File: config.mk
export PLATFORM = sky130hd
export DESIGN_NAME = sync_edge_debounce
export DESIGN_NICKNAME = d
export VERILOG_FILES = /design/src/rtl/sync_edge_debounce.sv
export SDC_FILE = /design/constraint.sdc
export NUM_CORES = 1
export LEC_CHECK = 0
export ABC_AREA = 1
export CELL_PAD_IN_SITES_DETAIL_PLACEMENT = 1
export CELL_PAD_IN_SITES_GLOBAL_PLACEMENT = 2
export CORE_ASPECT_RATIO = 0.5
export CORE_UTILIZATION = 31
export DETAILED_ROUTE_END_ITERATION = 8
export GPL_ROUTABILITY_DRIVEN = 0
export PLACE_DENSITY_LB_ADDON = 0.1
export SLEW_MARGIN = 20
export SYNTH_ARGS = -nofsm -noshare
export SYNTH_HDL_FRONTEND = slang
export SYNTH_SLANG_ARGS = --single-unit
File: constraint.sdc
create_clock -name clk -period 2.2 [get_ports clk]
set_input_delay 0.44 -clock clk [delete_from_list [all_inputs] [get_ports clk]]
set_output_delay 0.44 -clock clk [all_outputs]
set_load 0.02 [all_outputs]
File: src/rtl/sync_edge_debounce.sv
// ============================================================================
// Module   : sync_edge_debounce
// Brief    : Stability-qualified debouncer with edge strobes and a rising-edge
//            counter. Optional macro EDGE_CNT_SAT_EN makes the counter saturate.
// Revision : 1.0 - initial release
// ============================================================================
`default_nettype none

module sync_edge_debounce #(
    parameter int STABLE_CYCLES = 4,
    parameter int CNT_W         = 8
) (
    input  logic             clk,
    input  logic             rst,
    input  logic             sig_syn,
    input  logic             cnt_clr,
    output logic             sig_clean,
    output logic             rise_pulse,
    output logic             fall_pulse,
    output logic [CNT_W-1:0] edge_cnt
);

    localparam logic [7:0] c_stab_last = 8'(STABLE_CYCLES - 1);

    typedef enum logic [1:0] {
        IDLE_LO = 2'd0,
        WAIT_HI = 2'd1,
        IDLE_HI = 2'd2,
        WAIT_LO = 2'd3
    } state_t;

    state_t     r_state;
    logic [7:0] r_stab;
    logic       w_rise_accept;

    assign w_rise_accept = (r_state == WAIT_HI) && sig_syn && (r_stab == c_stab_last);

    always_ff @(posedge clk) begin
        if (rst) begin
            r_state    <= IDLE_LO;
            r_stab     <= 8'd0;
            sig_clean  <= 1'b0;
            rise_pulse <= 1'b0;
            fall_pulse <= 1'b0;
        end else begin
            rise_pulse <= 1'b0;
            fall_pulse <= 1'b0;
            case (r_state)
                IDLE_LO: begin
                    if (sig_syn) begin
                        r_state <= WAIT_HI;
                        r_stab  <= 8'd1;
                    end
                end
                WAIT_HI: begin
                    if (!sig_syn) begin
                        r_state <= IDLE_LO;
                        r_stab  <= 8'd0;
                    end else if (r_stab == c_stab_last) begin
                        r_state    <= IDLE_HI;
                        r_stab     <= 8'd0;
                        sig_clean  <= 1'b1;
                        rise_pulse <= 1'b1;
                    end else begin
                        r_stab <= r_stab + 8'd1;
                    end
                end
                IDLE_HI: begin
                    if (!sig_syn) begin
                        r_state <= WAIT_LO;
                        r_stab  <= 8'd1;
                    end
                end
                WAIT_LO: begin
                    if (sig_syn) begin
                        r_state <= IDLE_HI;
                        r_stab  <= 8'd0;
                    end else if (r_stab == c_stab_last) begin
                        r_state    <= IDLE_LO;
                        r_stab     <= 8'd0;
                        sig_clean  <= 1'b0;
                        fall_pulse <= 1'b1;
                    end else begin
                        r_stab <= r_stab + 8'd1;
                    end
                end
                default: begin
                    r_state <= IDLE_LO;
                    r_stab  <= 8'd0;
                end
            endcase
        end
    end

    // Clear beats a coincident increment, so that edge is intentionally lost.
    always_ff @(posedge clk) begin
        if (rst || cnt_clr) begin
            edge_cnt <= '0;
        end else if (w_rise_accept) begin
`ifdef EDGE_CNT_SAT_EN
            if (edge_cnt != {CNT_W{1'b1}}) begin
                edge_cnt <= edge_cnt + 1'b1;
            end
`else
            edge_cnt <= edge_cnt + 1'b1;
`endif
        end
    end

endmodule

`default_nettype wire

* After elaboration in Yosys (flattened, before gate mapping)
Index checks and enable logic that the tools add are counted.
Storage, ports and cells: memory bits (writable) 0, memories kept 0, output and inout bits 11, memory bits (read-only) 0, latch bits 0, bits in registers 21
Operators by class: bitwise logic cells 3, reduce and logical (&&, ||, !) cells 10, magnitude comparators 0, multiplexer cells 19, equal/unequal tests 12, $mul 0, shift operators 0, add/subtract/negate cells 2, divide/modulo/power cells 0
Operators by type and width (number):
- $mux W8 | 5
- $pmux W8 S4 | 1
- $add A8 B1 Y8 const B | 2
- $mux W2 | 6
- $ne A2 B2 Y1 const B | 5
- $eq A8 B2 Y1 const B | 1
- $pmux W2 S4 | 1
- $reduce_or A3 Y1 | 2
- $mux W1 | 5
- $reduce_and A5 Y1 | 1
- $eq A2 B2 Y1 const B | 2
- $reduce_and A4 Y1 | 1
- $ne A3 B2 Y1 const B | 1
- $ne A3 B3 Y1 const B | 1
- $not A1 Y1 | 3
- $eq A2 B1 Y1 const B | 1
- $logic_and A1 B1 Y1 | 2
- $logic_not A2 Y1 | 1
- $ne A2 B1 Y1 const B | 1
- $pmux W1 S2 | 1
- $reduce_and A2 Y1 | 1
- $reduce_bool A2 Y1 | 1
- $logic_or A1 B1 Y1 | 1

* Logic depth before layout (Yosys ltp)
depth in word-level cells 4, mapped depth 8, mapped depth without buffers 8

* Worst setup path before layout
Ideal clock, no wire load.
path kind register to register, from register r_stab[0], to register r_stab[6], required time 2076 ps, library setup time 124 ps, path buffers 0, arrival time 1171 ps, cell stages (with the launch flop) 9, slack 904 ps, cell sequence dfxtp_1 ha_1 nand2_2 nor2_4 nand2_1 nand2_1 nor2_1 nor2_1 nor2_1
Between the ends: word-level cells in the longest chain between the ends 4
RTL lines:
- start: declaration | RTL line 33 | logic [7:0] r_stab;
- start signal: assignment | RTL line 65 | r_stab <= r_stab + 8'd1;
- start signal: assignment | RTL line 84 | r_stab <= r_stab + 8'd1;
- $add A8 B1 Y8 or $eq A8 B2 Y1 (tied branches)
- $mux W8 (*) | RTL line 59, 78
- $mux W8 (on tied branches) | RTL line 75, 56
- $pmux W8 S4 (*) | RTL line 48 | case (r_state)
Every way passes the cells marked *; elsewhere a longest branch is shown, timed or not. A chain may end at the register's enable or synchronous reset.

* Final worst setup path
from register edge_cnt[3], to output edge_cnt[3]
RTL lines:
- start: declaration | RTL line 20 | output logic [CNT_W-1:0] edge_cnt
- start signal: assignment | RTL line 105 | edge_cnt <= edge_cnt + 1'b1;
No word-level cell between the ends.

==> impl_metrics.json <==
{
  "p_per_area_mw_per_mm2": 488.8,
  "endpoint_kind": "primary output",
  "setup_viol": 0,
  "drtIter0Drc": 32,
  "reg2reg_slack_ns": 0.64,
  "vias": 1112,
  "hold_class": "reg2reg",
  "io_pins": 15,
  "critPathKind": "reg2out",
  "skew_ns": 0.004558,
  "hold_buffers": 0,
  "synthesis.nets": 184,
  "drt-total-wl_um": 2913,
  "status": "finished, final reports clean",
  "fin_crit_sh_pct": 81.18,
  "rr_endpoint": "r_stab[5]",
  "synth_warnings": 0,
  "timing.hold.ws_ns": 0.4802,
  "dpl_worst_slack_ns": 0.3411,
  "path_delay_family": "buffers and inverters",
  "hold_start": "sig_clean",
  "numCtsBuffers": 3,
  "syn_to_final_growth_pct": 21.70,
  "dieHeight_um": 44.81,
  "rsz0062_at_grt": "no",
  "peakVddDrop_mv": 0.1872,
  "fmax_ghz": 0.5599,
  "syn_area_per_cell_um2": 6.383,
  "cp.arrival_ns": 1.35,
  "multi_input_area_um2": 628.1,
  "grt_pass1_wl_um": 4947,
  "n_antenna_cell": 0,
  "port_buffers": 14,
  "crit_buf_inv": 1,
  "fin_setup_tns_ns": 0,
  "hold_viol_final": 0,
  "worstPathMaxFanout": 5,
  "drtAntennaViolNets": 0,
  "htree_num_levels": 1,
  "synth.distinct_cells": 22,
  "drt-vias-per-instance": 4.520,
  "cts.clk_slew.worst_paths_ns": 0.08,
  "worst_slew_pin_slew_ns": 0.3561,
  "start_util_pct": 32.72,
  "r2r_start": "r_stab[0]",
  "ys_ff_latch": 21,
  "clock-root-buffer": "clkbuf_8",
  "antenna_found_initial": 0,
  "drive_gt1_share_pct": 7.692,
  "p_leak_nw": 0.5164,
  "synth_edf_count": 0,
  "drc": 0,
  "coreArea_mm2": 0.003472,
  "cts_max_path_buffers": 2,
  "first_pass_iters": 4,
  "fin_crit_ns": 1.786,
  "cts_sinks": 21,
  "rows": 15,
  "netlist_area_mm2": 0.001136,
  "wire_per_inst_um": 11.84,
  "layout.nets": 202,
  "syn_inst": 178,
  "layout_setup_ws_ns": 0.4140,
  "cp_slowest_cell": "clkdlybuf4s50_1",
  "slew_viol_final": 0,
  "start_kind": "register",
  "overflow": 0,
  "worstSkewPairLatency_ns": 0.26,
  "post_cts_resize_count": 0,
  "hold_depth": 2,
  "fillers": 476,
  "cts_tree": "built",
  "reg2regPathDepth": 8,
  "synth.yosys.seq_area_share_pct": 37.00,
  "cp_cell_sequence": "clkdlybuf4s50_1",
  "max_cap_viol_count": 0,
  "async_flop_share_pct": 0,
  "die-area_mm2": 0.003926,
  "slew_headroom_pct": 76.19,
  "min_to": "sig_clean",
  "grt.total_usage_pct": 16.88,
  "grt_pass1_vias": 1058,
  "worstPathRequired_ns": 1.76,
  "seq_area_um2": 420.4,
  "hpwl_um": 2279,
  "cpPeakStageDelay_ns": 0.64,
  "ys.flop_type": "dfxtp_1",
  "grt_max_degree": 13,
  "dieWidth_um": 87.62,
  "postCtsSetupRepairBufs": 0
}
[cells in the mapped netlist, types with 2 or more instances]
cell type	instances	area (um2)
inv_1	15	56.30
o21ai_0	4	20.02
nand3_1	9	45.04
o21ai_1	2	10.01
nor2_1	21	78.83
dfxtp_1	21	420.4
nand3b_1	2	15.01
xor2_1	2	17.52
ha_1	2	25.02
a21oi_1	14	70.07
inv_2	5	18.77
nand2_1	68	255.2
nor3_1	2	10.01
nand4_1	3	18.77
[placed cells by master, fill, tap and decap left out, drive strengths merged]
cell / synthesis / layout
a21oi: 14 / 14
clkbuf: 1 / 3
clkdlybuf4s50: 0 / 14
clkinv: 1 / 2
dfxtp: 21 / 21
ha: 2 / 2
inv: 20 / 20
nand2: 69 / 69
nand3: 10 / 10
nand3b: 3 / 3
nand4: 3 / 3
nor2: 23 / 23
nor3: 2 / 2
o21ai: 6 / 6
xnor2: 1 / 1
xor2: 2 / 2
[per-layer routing]
metal / global-route usage, % / vias up / wire (um)
met4: 3.934 / 0 / 8
li1: - / 591 / -
met3: 4.388 / 2 / 57
met1: 22.01 / 509 / 1561
met2: 28.59 / 10 / 1284
met5: 0 / - / 0
[how the worst max path moves through the flow]
stage	cells past startpoint	start	slack (ns)	to
6_report	1	edge_cnt[3]	0.41	edge_cnt[3]
5_1_grt	1	edge_cnt[0]	0.35	edge_cnt[0]
4_1_cts	1	edge_cnt[0]	0.41	edge_cnt[0]
3_5_place_dp	8	sig_syn	0.34	r_stab[0]
3_3_place_gp	8	sig_syn	0.40	r_stab[0]
2_1_floorplan	8	r_stab[0]	0.90	r_stab[6]
[through the flow]
| step | area [um2] | power, mW | cells | util (%) |
|---|---|---|---|---|
| 2_1_floorplan | 1136 | 0.4144 | 178 | - |
| 3_3_place_gp | 1336 | 0.4279 | 242 | 38.49 |
| 3_5_place_dp | 1336 | 0.4286 | 242 | 38.49 |
| 4_1_cts | 1383 | 0.6900 | 246 | 39.82 |
| 5_1_grt | 1383 | 0.7097 | 246 | 39.82 |
| 6_report | 1383 | 0.6758 | 246 | 39.82 |
[layout make-up]
cell class,count,share of cell area (%)
inverter,21,6.063
sequential,21,30.41
clock buffer,3,2.986
clock inverter,1,0.3620
multi-input combinational,135,45.43
tap,51,4.615
timing repair buffer,14,10.14
[kinds of logic (layout without fill, tap and decap cells)]
logic type,count (synthesis),after routing,synth area share (%)
adders and majority gates,2,2,2.202
AOI/OAI and AO/OA,20,20,8.811
buffers and inverters,22,39,7.709
and+or+nand+nor,110,110,41.96
xor gates and xnor gates,3,3,2.313
DFF,21,21,37.00
[report_power, final]
part           leakage (nW)  internal (mW)  switching [mW]
Sequential            0.170          0.383         0.00462
Combinational         0.321         0.0112          0.0210
Clock                0.0255          0.126           0.130
Total                 0.516          0.520           0.156
[worst register-to-register path, stage by stage (launching register included)]
cell	delay, ns
dfxtp_1	0.42
ha_1	0.33
nand2_2	0.11
nor2_4	0.15
nand2_1	0.08
nand2_1	0.14
inv_2	0.09
nand2_1	0.07
a21oi_1	0.05
[flip-flops by register name, indices dropped and copies added (netlist names), named ones only]
signal / count
r_state: 1
fall_pulse: 1
r_stab: 8
sig_clean: 1
rise_pulse: 1
edge_cnt: 8
(Power assumes the default switching activity.)
